### config.mk
export PLATFORM = sky130hd
export DESIGN_NAME = mem_access_unit
export DESIGN_NICKNAME = d
export VERILOG_FILES = /design/src/rtl/mem_access_unit.sv
export SDC_FILE = /design/constraint.sdc
export NUM_CORES = 1
export LEC_CHECK = 0
export BUFFER_PORTS_ARGS = -buffer_cell sky130_fd_sc_hd__buf_4
export CAP_MARGIN = 20
export CORE_ASPECT_RATIO = 0.8
export CORE_MARGIN = 2
export CORE_UTILIZATION = 49
export DETAILED_ROUTE_END_ITERATION = 8
export PLACE_DENSITY_LB_ADDON = 0.3
export SYNTH_ARGS = -nofsm -noshare
export SYNTH_HDL_FRONTEND = slang
export SYNTH_SLANG_ARGS = --single-unit
export TNS_END_PERCENT = 5
### constraint.sdc
create_clock -name clk -period 3.8 [get_ports clk]
set_input_delay 0.19 -clock clk [delete_from_list [all_inputs] [get_ports clk]]
set_output_delay 0.19 -clock clk [all_outputs]
set_load 0.005 [all_outputs]
### src/rtl/mem_access_unit.sv
// mem_access_unit: RV32I load/store unit driving a single req/ack data-memory transaction per operation.
// Define MEM_TIMEOUT_EN to abort a REQ that sees no bus_ack within TIMEOUT_CYCLES cycles.
module mem_access_unit #(
   parameter int TIMEOUT_CYCLES = 255
) (
   input  logic        clk,
   input  logic        rst,
   input  logic        start,
   input  logic        mem_read,
   input  logic        mem_write,
   input  logic [2:0]  funct3,
   input  logic [31:0] addr,
   input  logic [31:0] store_data,
   output logic        stall,
   output logic        done,
   output logic        fault,
   output logic [31:0] mem_data,
   output logic        bus_req,
   output logic        bus_we,
   output logic [31:0] bus_addr,
   output logic [31:0] bus_wdata,
   output logic [3:0]  bus_wstrb,
   input  logic        bus_ack,
   input  logic [31:0] bus_rdata
);
   typedef enum logic {IDLE, REQ} state_t;
   state_t state_q, state_d;
   logic bus_req_q, bus_req_d, bus_we_q, bus_we_d, done_q, done_d, fault_q, fault_d;
   logic [31:0] bus_addr_q, bus_addr_d, bus_wdata_q, bus_wdata_d, mem_data_q, mem_data_d;
   logic [3:0] bus_wstrb_q, bus_wstrb_d;
   logic [2:0] f3_q, f3_d;
   logic [1:0] off_q, off_d;
   logic accept, legal, misaligned, go, timeout;
   logic [7:0] ld_b;
   logic [15:0] ld_h;
   logic [31:0] ld_val;
   always_comb begin
      accept     = state_q == IDLE && start && (mem_read || mem_write);
      legal      = mem_write ? funct3 inside {3'd0, 3'd1, 3'd2} : funct3 inside {3'd0, 3'd1, 3'd2, 3'd4, 3'd5};
      misaligned = (funct3[1:0] == 2'b01 && addr[0]) || (funct3[1:0] == 2'b10 && addr[1:0] != 2'b00);
      go         = accept && legal && !misaligned;
      ld_b       = bus_rdata[8*off_q +: 8];
      ld_h       = off_q[1] ? bus_rdata[31:16] : bus_rdata[15:0];
      ld_val     = f3_q[1:0] == 2'b00 ? {{24{~f3_q[2] & ld_b[7]}}, ld_b} :
                   f3_q[1:0] == 2'b01 ? {{16{~f3_q[2] & ld_h[15]}}, ld_h} : bus_rdata;
   end
`ifdef MEM_TIMEOUT_EN
   logic [15:0] cnt_q, cnt_d;
   always_comb begin
      cnt_d   = go ? 16'd0 : (state_q == REQ && !bus_ack) ? cnt_q + 16'd1 : cnt_q;
      timeout = state_q == REQ && cnt_q + 16'd1 == TIMEOUT_CYCLES[15:0];
   end
   always_ff @(posedge clk or posedge rst)
      if (rst) cnt_q <= 16'd0;
      else     cnt_q <= cnt_d;
`else
   // TIMEOUT_CYCLES is at least 1, so this is a constant-false tie-off that still references the parameter
   assign timeout = TIMEOUT_CYCLES == 0;
`endif
   always_comb begin
      state_d     = state_q;
      bus_req_d   = bus_req_q;
      bus_we_d    = bus_we_q;
      bus_addr_d  = bus_addr_q;
      bus_wdata_d = bus_wdata_q;
      bus_wstrb_d = bus_wstrb_q;
      mem_data_d  = mem_data_q;
      f3_d        = f3_q;
      off_d       = off_q;
      done_d      = 1'b0;
      fault_d     = 1'b0;
      if (accept && !go) begin
         done_d  = 1'b1;
         fault_d = 1'b1;
      end else if (go) begin
         state_d     = REQ;
         bus_req_d   = 1'b1;
         bus_we_d    = mem_write;
         bus_addr_d  = {addr[31:2], 2'b00};
         bus_wdata_d = funct3[1:0] == 2'b00 ? {4{store_data[7:0]}} :
                       funct3[1:0] == 2'b01 ? {2{store_data[15:0]}} : store_data;
         bus_wstrb_d = !mem_write ? 4'b0000 :
                       funct3[1:0] == 2'b00 ? 4'b0001 << addr[1:0] :
                       funct3[1:0] == 2'b01 ? 4'b0011 << addr[1:0] : 4'b1111;
         f3_d        = funct3;
         off_d       = addr[1:0];
      end else if (state_q == REQ && (bus_ack || timeout)) begin
         state_d    = IDLE;
         bus_req_d  = 1'b0;
         done_d     = 1'b1;
         fault_d    = !bus_ack;
         mem_data_d = bus_ack && !bus_we_q ? ld_val : mem_data_q;
      end
   end
   always_ff @(posedge clk or posedge rst)
      if (rst) begin
         state_q     <= IDLE;
         bus_req_q   <= 1'b0;
         bus_we_q    <= 1'b0;
         bus_addr_q  <= 32'd0;
         bus_wdata_q <= 32'd0;
         bus_wstrb_q <= 4'd0;
         mem_data_q  <= 32'd0;
         f3_q        <= 3'd0;
         off_q       <= 2'd0;
         done_q      <= 1'b0;
         fault_q     <= 1'b0;
      end else begin
         state_q     <= state_d;
         bus_req_q   <= bus_req_d;
         bus_we_q    <= bus_we_d;
         bus_addr_q  <= bus_addr_d;
         bus_wdata_q <= bus_wdata_d;
         bus_wstrb_q <= bus_wstrb_d;
         mem_data_q  <= mem_data_d;
         f3_q        <= f3_d;
         off_q       <= off_d;
         done_q      <= done_d;
         fault_q     <= fault_d;
      end
   assign stall     = accept || state_q == REQ;
   assign done      = done_q;
   assign fault     = fault_q;
   assign mem_data  = mem_data_q;
   assign bus_req   = bus_req_q;
   assign bus_we    = bus_we_q;
   assign bus_addr  = bus_addr_q;
   assign bus_wdata = bus_wdata_q;
   assign bus_wstrb = bus_wstrb_q;
endmodule

==> flow_metrics.py <==
metrics = {
    "logic_synthesis": {
        "avgSynthCellArea_um2": 12.7,
        "yosysUniqueCellTypes": 35,
        "synth_mux_area_share_pct": 25.0,
        "syn_inst": 424,
        "synth_compound_area_share_pct": 9.35,
        "synth_fa_ha_area_share_pct": 0.930,
        "synth_seq_area_share_pct": 49.8,
        "synth_top_family_by_area": "multiplexers",
        "netlist_area_um2": 5380,
        "synth_simple_gate_area_share_pct": 9.51,
        "synth-xor-area-share_pct": 0,
        "yosysWarnings": 0,
        "ys_ff_latch": 107,
    },
    "die": {
        "start_util_pct": 49.8,
        "dieArea_um2": 11800,
        "die_w_um": 121,
        "core.rowCount": 34,
        "core_um2": 10800,
        "die_h_um": 97.7,
        "io_pins": 210,
    },
    "sta": {
        "setup_tns_ps": 0,
        "clock_skew_ps": 7.33,
        "fin_crit_sh_pct": 58.2,
        "rsz0062_at_grt": "no",
        "holdWs_ps": 42.6,
        "worst_pin_slew_ps": 928,
        "hold_violations": 0,
        "layout_setup_ws_ps": 1590,
        "setup_viol_count_final": 0,
        "slew_violations": 0,
        "relSlewSlack_pct": 38.2,
        "fmax_mhz": 452,
        "period_needed_ps": 2210,
    },
    "critical_path": {
        "crit_arrival_ps": 2390,
        "critPathRequiredTime_ps": 3980,
        "critPathMaxFanout": 29,
        "end_kind": "flop",
        "cp-start-kind": "flop",
        "critical_path_class": "reg -> reg",
    },
    "placed_design": {
        "dp_worst_setup_slack_ps": 1640,
        "place_area_um2": 6910,
        "port_buffers": 207,
        "placed_cells": 749,
        "hpwlAfterDp_mm": 9.64,
        "place_congestion": 0.970,
    },
    "route": {
        "vias_per_cell": 5.25,
        "routedWlPerCell_um": 17.3,
        "drt-pass1-iter-count": 4,
        "drc": 0,
        "route.antenna.remaining_nets": 0,
        "num_vias": 4020,
        "dr.first_iter.drc_count": 193,
        "routed_wl_mm": 13.2,
    },
    "cells_and_area": {
        "layout-drive-gt1-share_pct": 49.8,
        "design_area_um2": 7190,
        "area_growth_pct": 33.7,
        "final_cell_mix": "buf_4 (210), dfrtp_1 (107), mux2_4 (65), nand3_1 (32), nand2_1 (27)",
        "finalNetCount": 725,
        "diodes": 0,
        "post-route-util_pct": 66.6,
        "mostFrequentLayoutCell": "buf_4",
        "final_cells": 765,
    },
    "cts": {
        "cts_max_level": 3,
        "clk_pin_slew_worst_paths_ps": 70,
        "cts_sinks": 107,
        "clkLatencyLatePin_ps": 330,
        "cts_hold_buf": 0,
        "cts_buffers": 9,
        "cts_setup_buffers": 0,
        "cts_resized": 0,
        "ctsRootBufferMaster": "clkbuf_16",
        "cts_tree": "done",
        "clk_path_buf_depth": 2,
    },
    "grt": {
        "grt_pass1_wl_mm": 20.6,
        "grt_pass1_vias": 4035,
        "grt_start_max_net_pins": 78,
        "antenna_found_initial": 0,
        "grt_usage_pct": 22.2,
        "global_route.overflow_total": 0,
    },
    "power_and_ir_drop": {
        "pwr_density_cell_nw_per_um2": 598,
        "ir_worst_vdd_mv": 0.310,
        "power.leakage_nw": 3.72,
        "total_power_mw": 4.30,
    },
    "run": {
        "cap_violations": 0,
    },
    "status": {
        "status": "completed",
    },
    "worst_hold_path": {
        "hold_path.class": "in -> reg",
    },
}
## area by class of cell
class	instances	area, µm²
Timing Repair Buffer	211	1600
Fill cell	871	3610
Sequential cell	107	2680
Inverter	8	32.5
Clock buffer	10	239
Tap cell	144	180
Clock inverter	6	41.3
Multi-Input combinational cell	279	2430
## report_power, final
part | switching, mW | internal (mW)
combinational | 0.556 | 1.02
sequential | 0.301 | 1.55
clock | 0.410 | 0.461
total | 1.27 | 3.03
## registers in the layout (all words and copies together) (netlist names), 2 cells and up
| signal | flops |
|---|---|
| bus_wdata | 32 |
| mem_data | 32 |
| bus_addr | 30 |
| bus_wstrb | 4 |
| f3_q | 3 |
| off_q | 2 |
## synth_stat cells, drive strengths merged
library cell / number / share of area [%]
a211oi: 8 / 1.1
a21o: 8 / 1.1
a21oi: 12 / 1.1
a221oi: 1 / 0.28
a22oi: 8 / 1.1
and2b: 1 / 0.14
buf: 17 / 3.9
clkbuf: 14 / 0.98
conb: 1 / 0.070
dfrtp: 107 / 50
ha: 4 / 0.93
inv: 8 / 0.56
mux2: 83 / 22
mux2i: 12 / 2.2
mux4: 2 / 0.84
nand2: 27 / 1.9
nand2b: 4 / 0.60
nand3: 32 / 3.0
nand3b: 1 / 0.14
nor2: 16 / 1.1
nor2b: 10 / 1.2
nor3: 4 / 0.37
nor3b: 8 / 1.1
o21a: 1 / 0.14
o21ai: 24 / 2.2
o21ba: 3 / 0.56
o221a: 8 / 1.7
## kinds of logic after synthesis
| kind of cell | after synthesis |
|---|---|
| buffers and inverters | 39 |
| flip-flops | 107 |
| AND/OR/NAND/NOR | 103 |
| multiplexers | 97 |
| other | 1 |
| adder cells (fa/ha/maj) | 4 |
| AO/OA/AOI/OAI | 73 |
## layer usage
layer | global-route usage [%] | part of all wire (%) | wire length [µm]
met3 | 6.28 | 7.4 | 984
met1 | 29.9 | 44 | 5760
met2 | 34.9 | 48 | 6310
met4 | 6.90 | 1.3 | 170
met5 | 0 | 0 | 0
## critical path: stages, from the launching register on
cell	delay (ps)
dfrtp_1	910
mux4_2	590
nand2_1	400
nand3_1	150
## final timing paths
kind,start,to,slack [ps],cells after the start
worst min register to register,mem_data[22],mem_data[22],510,2
min in group asynchronous,rst,bus_addr[7],80,2
worst max register to register,off_q[1],mem_data[19],1590,3
max in group asynchronous,rst,bus_addr[2],2770,3
worst min-delay path,bus_ack,bus_req,40,2
worst max-delay path,off_q[1],mem_data[19],1590,3
(Power assumes the default switching activity.)
